**src/rtl/ps2_rx_fifo.sv**
```systemverilog
// ps2_rx_fifo: PS/2 device-to-host receiver running entirely in the clk domain.
// The raw PS/2 lines are synchronised and the clock line is de-glitched.
// Falling edges of the filtered clock step a start/data/parity/stop deframer.
// Good bytes land in a first-word fall-through FIFO with a valid/ready pop.
// Parity, frame, timeout and overflow problems are reported as registered
// one-cycle error pulses.
module ps2_rx_fifo #(
    parameter int DATA_BITS   = 8,
    parameter int PARITY_MODE = 1,     // 0 none, 1 odd, 2 even
    parameter int FILTER_LEN  = 4,
    parameter int TIMEOUT_CYC = 5000,
    parameter int FIFO_DEPTH  = 4
) (
    input  logic                          clk,
    input  logic                          rst_n,
    input  logic                          ps2_clk,
    input  logic                          ps2_data,
    output logic [DATA_BITS-1:0]          rx_data,
    output logic                          rx_valid,
    input  logic                          rx_ready,
    output logic [$clog2(FIFO_DEPTH):0]   rx_count,
    output logic                          err_parity,
    output logic                          err_frame,
    output logic                          err_timeout,
    output logic                          err_overflow
);

    localparam int AW = $clog2(FIFO_DEPTH);
    localparam int CW = AW + 1;
    localparam int BW = $clog2(DATA_BITS + 1);
    localparam int TW = $clog2(TIMEOUT_CYC + 1);

    localparam logic [3:0]    FLT_LAST = 4'(FILTER_LEN - 1);
    localparam logic [BW-1:0] BIT_LAST = BW'(DATA_BITS - 1);
    localparam logic [TW-1:0] TO_LAST  = TW'(TIMEOUT_CYC - 1);
    localparam logic [CW-1:0] CNT_FULL = CW'(FIFO_DEPTH);

    typedef enum logic [1:0] {
        S_IDLE,
        S_DATA,
        S_PARITY,
        S_STOP
    } state_t;

    // ------------------------------------------------------------------
    // Input conditioning
    // ------------------------------------------------------------------
    logic [1:0] clk_sync_q;
    logic [1:0] data_sync_q;
    logic       clk_s;
    logic       data_s;

    logic       clk_f_q,   clk_f_d;
    logic [3:0] flt_cnt_q, flt_cnt_d;
    logic       fall_q,    fall_d;

    assign clk_s  = clk_sync_q[1];
    assign data_s = data_sync_q[1];

    // Two-flop synchronisers; both lines idle high, so reset to 1.
    always_ff @(posedge clk or negedge rst_n) begin
        if (!rst_n) begin
            clk_sync_q  <= 2'b11;
            data_sync_q <= 2'b11;
        end else begin
            // NOTE: state registers use non-blocking assignments so every flop
            // samples the pre-edge values, which is what makes a shift chain work.
            clk_sync_q  <= {clk_sync_q[0], ps2_clk};
            data_sync_q <= {data_sync_q[0], ps2_data};
        end
    end

    // Glitch filter: clk_f follows clk_s only after FILTER_LEN differing samples in a row.
    always_comb begin
        // NOTE: every combinational output gets a default first; a path that
        // leaves a signal unassigned would otherwise infer a latch.
        clk_f_d   = clk_f_q;
        flt_cnt_d = '0;
        if (clk_s != clk_f_q) begin
            if (flt_cnt_q == FLT_LAST) begin
                clk_f_d = clk_s;
            end else begin
                flt_cnt_d = flt_cnt_q + 4'd1;
            end
        end
        fall_d = clk_f_q & ~clk_f_d;
    end

    // Filter state and the registered falling-edge strobe.
    always_ff @(posedge clk or negedge rst_n) begin
        if (!rst_n) begin
            clk_f_q   <= 1'b1;
            flt_cnt_q <= '0;
            fall_q    <= 1'b0;
        end else begin
            clk_f_q   <= clk_f_d;
            flt_cnt_q <= flt_cnt_d;
            fall_q    <= fall_d;
        end
    end

    // ------------------------------------------------------------------
    // Deframer FSM, timeout and error pulses
    // ------------------------------------------------------------------
    state_t                state_q,   state_d;
    logic [DATA_BITS-1:0]  shift_q,   shift_d;
    logic [BW-1:0]         bit_cnt_q, bit_cnt_d;
    logic                  par_ok_q,  par_ok_d;
    logic [TW-1:0]         to_cnt_q,  to_cnt_d;
    logic                  err_par_q, err_par_d;
    logic                  err_frm_q, err_frm_d;
    logic                  err_to_q,  err_to_d;
    logic                  err_ovf_q, err_ovf_d;
    logic                  timeout;
    logic                  par_calc;
    logic                  push;
    logic                  pop;
    logic                  full;
    logic [CW-1:0]         count_q;

    assign full    = (count_q == CNT_FULL);
    assign timeout = (state_q != S_IDLE) && (to_cnt_q == TO_LAST);

    // Next state, shift/parity bookkeeping and error decisions; timeout beats a coincident fall.
    always_comb begin
        state_d   = state_q;
        shift_d   = shift_q;
        bit_cnt_d = bit_cnt_q;
        par_ok_d  = par_ok_q;
        err_par_d = 1'b0;
        err_frm_d = 1'b0;
        err_to_d  = 1'b0;
        err_ovf_d = 1'b0;
        push      = 1'b0;
        par_calc  = ^shift_q ^ data_s;

        if (timeout) begin
            err_to_d = 1'b1;
            state_d  = S_IDLE;
        end else if (fall_q) begin
            case (state_q)
                S_IDLE: begin
                    if (!data_s) begin
                        shift_d   = '0;
                        bit_cnt_d = '0;
                        par_ok_d  = 1'b1;
                        state_d   = S_DATA;
                    end
                end
                S_DATA: begin
                    shift_d   = {data_s, shift_q[DATA_BITS-1:1]};
                    bit_cnt_d = bit_cnt_q + 1'b1;
                    if (bit_cnt_q == BIT_LAST) begin
                        state_d = (PARITY_MODE == 0) ? S_STOP : S_PARITY;
                    end
                end
                S_PARITY: begin
                    par_ok_d = (PARITY_MODE == 2) ? ~par_calc : par_calc;
                    state_d  = S_STOP;
                end
                S_STOP: begin
                    if (!data_s) begin
                        err_frm_d = 1'b1;
                    end else if (!par_ok_q) begin
                        err_par_d = 1'b1;
                    end else if (full && !pop) begin
                        err_ovf_d = 1'b1;
                    end else begin
                        push = 1'b1;
                    end
                    state_d = S_IDLE;
                end
                default: state_d = S_IDLE;
            endcase
        end

        if (state_q == S_IDLE || fall_q || timeout) begin
            to_cnt_d = '0;
        end else begin
            to_cnt_d = to_cnt_q + 1'b1;
        end
    end

    // FSM, timeout counter and error pulse registers.
    always_ff @(posedge clk or negedge rst_n) begin
        if (!rst_n) begin
            state_q   <= S_IDLE;
            shift_q   <= '0;
            bit_cnt_q <= '0;
            par_ok_q  <= 1'b1;
            to_cnt_q  <= '0;
            err_par_q <= 1'b0;
            err_frm_q <= 1'b0;
            err_to_q  <= 1'b0;
            err_ovf_q <= 1'b0;
        end else begin
            state_q   <= state_d;
            shift_q   <= shift_d;
            bit_cnt_q <= bit_cnt_d;
            par_ok_q  <= par_ok_d;
            to_cnt_q  <= to_cnt_d;
            err_par_q <= err_par_d;
            err_frm_q <= err_frm_d;
            err_to_q  <= err_to_d;
            err_ovf_q <= err_ovf_d;
        end
    end

    assign err_parity   = err_par_q;
    assign err_frame    = err_frm_q;
    assign err_timeout  = err_to_q;
    assign err_overflow = err_ovf_q;

    // ------------------------------------------------------------------
    // Output FIFO (first-word fall-through)
    // ------------------------------------------------------------------
    logic [DATA_BITS-1:0] mem_q [FIFO_DEPTH];
    logic [AW-1:0]        wr_ptr_q;
    logic [AW-1:0]        rd_ptr_q;

    assign rx_valid = (count_q != '0);
    assign pop      = rx_valid & rx_ready;
    assign rx_count = count_q;
    assign rx_data  = rx_valid ? mem_q[rd_ptr_q] : '0;

    // Storage write port.
    always_ff @(posedge clk) begin
        // NOTE: the storage array has no reset; reads are masked while empty,
        // so stale contents are never visible and the array can map to RAM.
        if (push) begin
            mem_q[wr_ptr_q] <= shift_q;
        end
    end

    // Pointers wrap naturally at FIFO_DEPTH; push and pop together leave count unchanged.
    always_ff @(posedge clk or negedge rst_n) begin
        if (!rst_n) begin
            wr_ptr_q <= '0;
            rd_ptr_q <= '0;
            count_q  <= '0;
        end else begin
            if (push) begin
                wr_ptr_q <= wr_ptr_q + 1'b1;
            end
            if (pop) begin
                rd_ptr_q <= rd_ptr_q + 1'b1;
            end
            count_q <= count_q + CW'(push) - CW'(pop);
        end
    end

endmodule

```
**config.mk**
```make
export PLATFORM = sky130hd
export DESIGN_NAME = ps2_rx_fifo
export DESIGN_NICKNAME = d
export VERILOG_FILES = /design/src/rtl/ps2_rx_fifo.sv
export SDC_FILE = /design/constraint.sdc
export NUM_CORES = 1
export LEC_CHECK = 0
export BUFFER_PORTS_ARGS = -buffer_cell sky130_fd_sc_hd__buf_2
export CAP_MARGIN = 20
export CORE_UTILIZATION = 54
export CTS_CLUSTER_SIZE = 24
export DETAILED_ROUTE_END_ITERATION = 10
export PLACE_DENSITY = 0.75
export SLEW_MARGIN = 40
export SYNTH_ARGS = -nofsm -noshare
export SYNTH_HDL_FRONTEND = slang
export SYNTH_SLANG_ARGS = --single-unit
```
**constraint.sdc**
```tcl
create_clock -name clk -period 2.8 [get_ports clk]
set_clock_uncertainty 0.2 [all_clocks]
set_input_delay 0.28 -clock clk [delete_from_list [all_inputs] [get_ports clk]]
set_output_delay 0.28 -clock clk [all_outputs]
set_load 0.05 [all_outputs]
```
==> qor.csv, run 1 <==
metric,value,unit
io_buffer_count,20,
arrival,2.80,ns
synth_cells,256,
slew_headroom,62.5,%
drt_iter0_markers,89,
ys_types,47,
die_width,83.4,µm
cts_buffer_depth,2,
start_kind,flip-flop,
synth_seq_cells,81,
utilization,64.4,%
vias,2093,
insertion_delay,0.35,ns
globalRouteOverflowTotal,0,
reg2regPathDepth,9,
route.detailed.drc,0,
reg2reg_slack,0.03,ns
holdPathStages,4,
path_clk_slew,0.08,ns
yosys.area.top_type_share,30.1,%
grt_pass1_vias,2114,
grt_max_degree,29,
syn-num-nets,276,
rows,29,
status,"complete, no violations",
yosysWarnings,0,
grt_util_all_layers,19.1,%
synthArstFlopShare,60.5,%
antenna_found_initial,0,
timing.rr.start,to_cnt_q[0],
numCtsBuffers,9,
finalMaxSlewViolations,0,
avgSynthCellArea,14.0,µm²
routed_wl,5900,µm
num-fill-cells,484,
p_per_area,800,nW/µm²
min_to,err_overflow,
synthTopCellsByArea,"dfrtp_1 (30%), edfxtp_1 (27%), mux4_2 (5.0%)",
setup_violations,0,
ioPinCount,21,
syn_area,3570,µm²
yosys_most_used_dff,dfrtp_1,
period_share,99.0,%
coreArea,6390,µm²
fmax,0.361,GHz
grt_pass1_wl,10100,µm
dp_hpwl,4060,µm
num_antenna_cells,0,
yosysTopAreaCell,dfrtp_1,
drive_gt1_share,24.9,%
die_h,83.4,µm
power_leakage,1.70,nW
critPathMaxFanout,4,
ir_worst_vdd,0.000679,V
routabilityCongestion,0.755,
synth_most_common_cell,dfrtp_1,
syn2layout_area_growth,15.1,%
crit_type,flip-flop to flip-flop,
h-tree-depth,3,
first_pass_iters,4,
seq_area_frac_synth,61.4,%
antenna_left,0,
cts_tree,built,
rsz0062_at_grt,yes,
hold_class,primary input to flip-flop,
worst_pin_slew,0.555,ns
synth_common_cells,"dfrtp_1 (43), edfxtp_1 (32), nor2_1 (21), xnor2_1 (16)",
worst_ep_required_time,2.83,ns
fin_crit,2.77,ns
cp-end-kind,flip-flop,
crit-reg2reg-capture,rx_count[1],
cts.sinks,81,
fin_area,4110,µm²
start_util,56.0,%
routedWlPerCell,15.6,µm
cts-root-buf,clkbuf_8,
hold_start,rx_ready,
p_total,3.29,mW
synth-edff-count,32,
finalHoldViolCount,0,
vias_per_cell,5.54,
dieArea,6950,µm²
final_nets,316,
drv_cap,0,
placed_cell_area,3820,µm²
## critical path, stage by stage (launching register included)
cell	delay (ns)
dfrtp_1	0.41
ha_2	0.20
or4bb_4	0.54
o41ai_4	0.26
nor3_2	0.10
inv_1	0.08
ha_1	0.23
inv_1	0.07
ha_2	0.16
fa_1	0.40
## cell type report
cell class	count	area [µm²]	share of cell area (%)
Clock inverter	6	90.1	2.19
Clock buffer	10	138	3.35
Multi-Input combinational cell	158	1330	32.3
Timing Repair Buffer	36	228	5.54
Inverter	10	37.5	0.912
Sequential cell	81	2190	53.3
Tap cell	77	96.3	2.34
## cell families after synthesis
kind of cell,count (synthesis),share of synthesized area (%)
AO/OA/AOI/OAI,22,5.29
XOR/XNOR,25,6.51
adder cells (fa/ha/maj),15,5.46
buffers and inverters,17,2.00
flip-flops,81,61.4
multiplexers,11,5.99
AND/OR/NAND/NOR,85,13.4
## placed cells by master, fill, tap and decap left out, types with 2 or more instances in the layout
cell type / count
a22o_1: 9
a31oi_1: 2
and2_1: 14
buf_2: 20
buf_4: 13
bufinv_16: 2
clkbuf_8: 10
dfrtp_1: 43
dfstp_2: 6
dlygate4sd3_1: 3
edfxtp_1: 32
ha_1: 11
ha_2: 2
inv_1: 8
inv_2: 2
mux2_2: 2
mux4_2: 8
nand2_1: 10
nand2b_1: 2
nand3_1: 7
nand3b_1: 4
nand4_1: 5
nor2_1: 21
nor3_1: 3
nor3b_1: 2
nor4_1: 3
o21ai_0: 2
o31ai_1: 2
or3_1: 2
or4_1: 2
xnor2_1: 16
xor2_1: 8
## power breakdown
group	switching [mW]	internal (mW)
logic	0.535	0.332
registers	0.138	1.33
clock network	0.427	0.529
## worst max path at each step
stage                           start           to  slack, ns  depth (start not counted)
after floorplan            state_q[0]  rx_count[2]      -0.08                         11
after global placement     state_q[1]  rx_count[2]       0.08                         11
after detailed placement   state_q[1]  rx_count[2]       0.02                         11
after CTS                  state_q[0]  rx_count[2]      -0.01                         11
after global routing      to_cnt_q[0]  rx_count[1]      -0.12                          9
final                     to_cnt_q[0]  rx_count[1]       0.03                          9
## state kept, by name, summed over array words and instances, names as in the netlist
| name | cells |
|---|---|
| bit_cnt_q | 4 |
| clk_f_q | 1 |
| clk_sync_q | 2 |
| data_sync_q | 2 |
| err_frame | 1 |
| err_overflow | 1 |
| err_parity | 1 |
| err_timeout | 1 |
| fall_q | 1 |
| flt_cnt_q | 4 |
| mem_q | 32 |
| par_ok_q | 1 |
| rd_ptr_q | 2 |
| rx_count | 3 |
| shift_q | 8 |
| state_q | 2 |
| to_cnt_q | 13 |
| wr_ptr_q | 2 |
## what timing repair did
action	in CTS	in global routing
hold endpoints to repair	18	0
setup buffers	1	3
hold buffers	3	0
endpoints found under the setup margin	2	2
gates cloned	0	0
gates resized for setup	0	1
## stage by stage
| stage | setup TNS (ns) | worst slack, ns | hold WS (ns) | std cells |
|---|---|---|---|---|
| floorplan | -0.147 | -0.0763 | -0.216 | 256 |
| global placement | 0 | 0.0790 | 0.0558 | 355 |
| detailed placement | 0 | 0.0167 | 0.0597 | 355 |
| CTS | -0.0143 | -0.0143 | 0.0143 | 375 |
| global route | -0.219 | -0.119 | 0.0395 | 378 |
| finish | 0 | 0.0287 | 0.0252 | 378 |
## routing by layer
| metal | global-route usage, % | vias to the layer above | part of all wire [%] | routed length, µm |
|---|---|---|---|---|
| met3 | 3.78 | 11 | 2.5 | 149 |
| met2 | 31.1 | 29 | 50 | 2970 |
| met1 | 24.4 | 1054 | 45 | 2670 |
| met4 | 10.2 | 0 | 2.0 | 116 |
| met5 | 0 | - | 0 | 0 |
| li1 | - | 999 | - | - |
Note: power is estimated with default switching activity, not from simulation.
==> inputs of run 2 (changes only) <==
--- a/config.mk
+++ b/config.mk
@@ -5,6 +5,7 @@
 export SDC_FILE = /design/constraint.sdc
 export NUM_CORES = 1
 export LEC_CHECK = 0
+export ABC_AREA = 1
 export BUFFER_PORTS_ARGS = -buffer_cell sky130_fd_sc_hd__buf_2
 export CAP_MARGIN = 20
 export CORE_UTILIZATION = 54
==> qor.csv, run 2 <==
metric,value,unit
rows,30,
num-fill-cells,582,
setup_violations,0,
drv_cap,0,
drive_gt1_share,16.6,%
final_nets,436,
finalSetupTns,0,ns
multiInputGateArea,1370,µm²
hold_class,primary input to flip-flop,
worst_ep_required_time,2.83,ns
vias,2515,
start_kind,flip-flop,
globalRouteOverflowTotal,0,
period_share,92.2,%
grt_pass1_vias,2497,
cts.sinks,81,
h-tree-depth,3,
path_clk_slew,0.09,ns
routabilityCongestion,0.811,
post_cts_resize_count,0,
grt_max_degree,47,
power_leakage,1.85,nW
synthTopCellsByArea,"dfrtp_1 (29%), edfxtp_1 (25%), nor2_1 (7.1%)",
seq_area_frac_synth,58.2,%
holdPathStages,4,
num_antenna_cells,0,
top_register,mem_q,
placed_cell_area,4000,µm²
finalMaxSlewViolations,0,
ys_types,38,
cp-end-kind,flip-flop,
route.detailed.drc,0,
drt_iter0_markers,109,
routed_wl,6360,µm
synth_cells,379,
arrival,2.61,ns
cts_buffer_depth,2,
grt_pass1_wl,10900,µm
numCtsBuffers,9,
status,"complete, no violations",
avgSynthCellArea,9.94,µm²
routedWlPerCell,12.7,µm
layout_common_cells,"nor2_1 (71), nand2_1 (63), inv_1 (44), dfrtp_1 (43), edfxtp_1 (32)",
cts_tree,built,
fin_crit,2.58,ns
die_h,85.5,µm
reg2regPathDepth,12,
fin_area,4210,µm²
yosysTopAreaCell,dfrtp_1,
synth-edff-count,32,
yosys_most_used_dff,dfrtp_1,
vias_per_cell,5.02,
synth_most_common_cell,nor2_1,
antenna_found_initial,0,
cts_setup_buffers,0,
grt_util_all_layers,19.5,%
ir_worst_vdd,0.000517,V
syn_area,3770,µm²
p_per_area,928,nW/µm²
yosysWarnings,0,
fmax,0.387,GHz
io_buffer_count,20,
crit_type,flip-flop to flip-flop,
seq_area,2190,µm²
critPathMaxFanout,8,
dieArea,7320,µm²
hold_ws,0.0604,ns
utilization,62.3,%
antenna_left,0,
rsz0062_at_grt,no,
syn2layout_area_growth,11.7,%
p_total,3.91,mW
final_common_cell,nor2_1,
start_util,55.8,%
coreArea,6760,µm²
insertion_delay,0.35,ns
top_regs,"mem_q: 32 flops, to_cnt_q: 13 flops, shift_q: 8 flops",
slew_headroom,56.4,%
synth_seq_cells,81,
synth_common_cells,"nor2_1 (71), nand2_1 (63), inv_1 (44), dfrtp_1 (43), edfxtp_1 (32)",
yosys.area.top_type_share,28.6,%
largest_reg_flops,32,
synthArstFlopShare,60.5,%
die_width,85.5,µm
ioPinCount,21,
syn-num-nets,399,
worst_pin_slew,0.654,ns
dp_hpwl,4510,µm
finalHoldViolCount,0,
first_pass_iters,4,
cts-root-buf,clkbuf_8,
==> run 2: cell count changes in the layout (fill, tap and decap cells not counted), moves of 8 or more <==
cell	delta
xnor2_1	-12
mux4_2	-8
a22o_1	-9
nor2_1	+50
nand2_1	+53
a21oi_1	+13
o21ai_0	+18
inv_1	+36
and2_1	-14
==> run 2: through the flow <==
step | cells | setup WS (ns)
after detailed placement | 482 | 0.198
after global routing | 501 | 0.0441
final | 501 | 0.219
after floorplan | 379 | 0.229
after CTS | 501 | 0.189
after global placement | 482 | 0.278
==> run 2: final timing paths <==
path / endpoint / start / slack, ns
worst min-delay path: err_overflow / rx_ready / 0.06
worst max-delay path: rx_count[2] / state_q[1] / 0.22
max in group asynchronous: data_sync_q[0] / rst_n / 1.56
worst max register to register: rx_count[2] / state_q[1] / 0.22
min in group asynchronous: to_cnt_q[9] / rst_n / 0.26
worst min register to register: data_sync_q[1] / data_sync_q[0] / 0.16
==> run 2: repair_timing <==
item | 4_1_cts | 5_1_grt
hold buffers | 3 | 0
endpoints found under the setup margin | 0 | 0
hold endpoints to repair | 45 | 0
==> run 2: cells by family after synthesis <==
family                   share of synthesized area (%)
adder cells (fa/ha/maj)                           5.18
flip-flops                                        58.2
AND/OR/NAND/NOR                                   21.4
XOR/XNOR                                          3.25
AO/OA/AOI/OAI                                     6.37
buffers and inverters                             5.54
==> run 2: where the power goes <==
| part | internal [mW] | switching (mW) |
|---|---|---|
| sequential | 1.41 | 0.193 |
| clock | 0.329 | 0.441 |
| combinational | 0.450 | 1.08 |
| total | 2.19 | 1.72 |
==> run 2: layout make-up <==
class | count | share of cell area (%)
flip-flops and latches | 81 | 52.1
multi-input cells | 246 | 32.4
repair buffers | 31 | 4.58
inverters | 47 | 4.25
clock buffers | 9 | 2.94
well taps | 80 | 2.38
clock inverters | 7 | 1.31
==> run 2: worst max-delay path: stages, from the launching register on <==
cell and delay (ns):
dfrtp_1 0.41, inv_1 0.13, ha_1 0.18, nor2_1 0.05, nand2_1 0.07, nor2_2 0.05, nand2_4 0.16, nand4_4 0.16
ha_1 0.32, inv_1 0.04, ha_1 0.18, fa_1 0.37, xor2_1 0.17
==> run 2: per-layer routing <==
layer	wire length [µm]	vias to the layer above	part of all wire [%]	GRT usage, %
li1	-	1299	-	-
met1	2880	1190	45	23.5
met2	3290	18	52	34.8
met3	96	8	1.5	3.18
met4	93	0	1.5	8.18
met5	0	-	0	0
==> inputs of run 3 (changes only) <==
--- a/config.mk
+++ b/config.mk
@@ -9,6 +9,7 @@
 export BUFFER_PORTS_ARGS = -buffer_cell sky130_fd_sc_hd__buf_2
 export CAP_MARGIN = 20
 export CORE_UTILIZATION = 54
+export CTS_CLUSTER_DIAMETER = 150
 export CTS_CLUSTER_SIZE = 24
 export DETAILED_ROUTE_END_ITERATION = 10
 export PLACE_DENSITY = 0.75
==> constraint.sdc (replaced) <==
create_clock -name clk -period 2.8 [get_ports clk]
set_clock_uncertainty 0.2 [all_clocks]
set_input_delay 0.28 -clock clk [delete_from_list [all_inputs] [get_ports clk]]
set_output_delay 0.28 -clock clk [all_outputs]
set_load 0.02 [all_outputs]
==> qor.csv, run 3 (synthesized netlist as in run 2, its figures left out) <==
metric,value,unit
ir_worst_vdd,0.000440,V
layout_common_cells,"nor2_1 (71), nand2_1 (63), inv_1 (44), dfrtp_1 (43), edfxtp_1 (32)",
dieArea,7320,µm²
drv_cap,0,
top_regs,"mem_q: 32 flops, to_cnt_q: 13 flops, shift_q: 8 flops",
insertion_delay,0.35,ns
coreArea,6760,µm²
grt_max_degree,47,
critPathMaxFanout,8,
status,"complete, no violations",
die_h,85.5,µm
routedWlPerCell,12.6,µm
worst_pin_slew,0.564,ns
grt_util_all_layers,19.5,%
numCtsBuffers,9,
timing.rr.start,state_q[0],
slew_headroom,62.4,%
finalMaxSlewViolations,0,
routed_wl,6330,µm
reg2regPathDepth,12,
worst_ep_required_time,2.82,ns
finalHoldViolCount,0,
rows,30,
die_width,85.5,µm
routabilityCongestion,0.811,
arrival,2.66,ns
fin_crit,2.64,ns
dp_hpwl,4470,µm
num-fill-cells,540,
cp-end-kind,flip-flop,
io_buffer_count,20,
power_leakage,1.85,nW
route.detailed.drc,0,
final_common_cell,nor2_1,
num_antenna_cells,0,
cts_tree,built,
globalRouteOverflowTotal,0,
vias,2539,
min_to,err_overflow,
crit_type,flip-flop to flip-flop,
ioPinCount,21,
vias_per_cell,5.06,
cts.sinks,81,
final_nets,437,
hold_ws,0.0593,ns
grt_pass1_vias,2477,
cts_setup_buffers,0,
path_clk_slew,0.08,ns
h-tree-depth,3,
drt_iter0_markers,106,
utilization,62.4,%
rsz0062_at_grt,no,
reg2reg_slack,0.16,ns
start_util,55.8,%
largest_reg_flops,32,
hold_start,rx_ready,
cts-root-buf,clkbuf_8,
hold_class,primary input to flip-flop,
top_register,mem_q,
multiInputGateArea,1370,µm²
finalSetupTns,0,ns
antenna_found_initial,0,
setup_violations,0,
seq_area,2190,µm²
holdPathStages,4,
crit-reg2reg-capture,rx_count[2],
syn2layout_area_growth,11.9,%
p_per_area,861,nW/µm²
start_kind,flip-flop,
grt_pass1_wl,10900,µm
period_share,94.3,%
cts_buffer_depth,2,
fmax,0.379,GHz
drive_gt1_share,16.6,%
first_pass_iters,4,
antenna_left,0,
[run 3: changes by cell type in the layout (fill, tap and decap cells not counted)]
cell,delta
clkinvlp_2,-1
clkinv_1,+1
inv_6,+1
clkinv_4,-1
buf_4,+1
[run 3: how the worst max path moves through the flow]
stage	slack (ns)	endpoint	from
after CTS	0.13	rx_count[2]	state_q[0]
after global placement	0.28	rx_count[2]	state_q[0]
after floorplan	0.23	rx_count[2]	state_q[0]
after detailed placement	0.15	rx_count[2]	state_q[0]
final	0.16	rx_count[2]	state_q[0]
after global routing	0.03	rx_count[2]	state_q[1]
[run 3: repair_timing]
item                                    CTS  global route
hold endpoints to repair                 45             0
endpoints found under the setup margin    0             0
gates resized for setup                   0             0
hold buffers                              3             0
[run 3: cell type report]
| cell class | instances | area share (%) |
|---|---|---|
| Clock buffer | 9 | 2.94 |
| Clock inverter | 7 | 1.28 |
| Inverter | 47 | 4.24 |
| Multi-Input combinational cell | 246 | 32.4 |
| Sequential cell | 81 | 52.0 |
| Tap cell | 80 | 2.37 |
| Timing Repair Buffer | 32 | 4.75 |
[run 3: power breakdown]
part           internal [mW]  switching (mW)
registers               1.41           0.185
logic                  0.458           0.808
clock network          0.329           0.438
[run 3: per-stage QoR]
stage / cells / cell area (µm²) / power (mW) / setup slack (ns)
final: 502 / 4220 / 3.63 / 0.159
after global routing: 502 / 4220 / 3.90 / 0.0282
after CTS: 502 / 4220 / 3.68 / 0.132
after detailed placement: 483 / 4010 / 2.90 / 0.150
after global placement: 483 / 4010 / 2.84 / 0.283
after floorplan: 379 / 3770 / 2.54 / 0.230
[run 3: per-layer routing]
metal | vias up | part of all wire (%) | routed length, µm | GRT usage [%]
met2 | 28 | 52 | 3290 | 34.2
met5 | - | 0 | 0 | 0
li1 | 1294 | - | - | -
met4 | 0 | 1.3 | 83 | 8.64
met3 | 9 | 2.2 | 139 | 3.75
met1 | 1208 | 45 | 2820 | 23.7
[run 3: worst max-delay path, cell delays in order, from the launching register on]
cell	delay [ns]
dfrtp_1	0.41
inv_1	0.13
ha_1	0.19
nor2_1	0.05
nand2_1	0.08
nor2_2	0.05
nand2_4	0.16
nand4_4	0.16
ha_1	0.32
inv_1	0.04
ha_1	0.18
fa_1	0.37
xor2_1	0.17
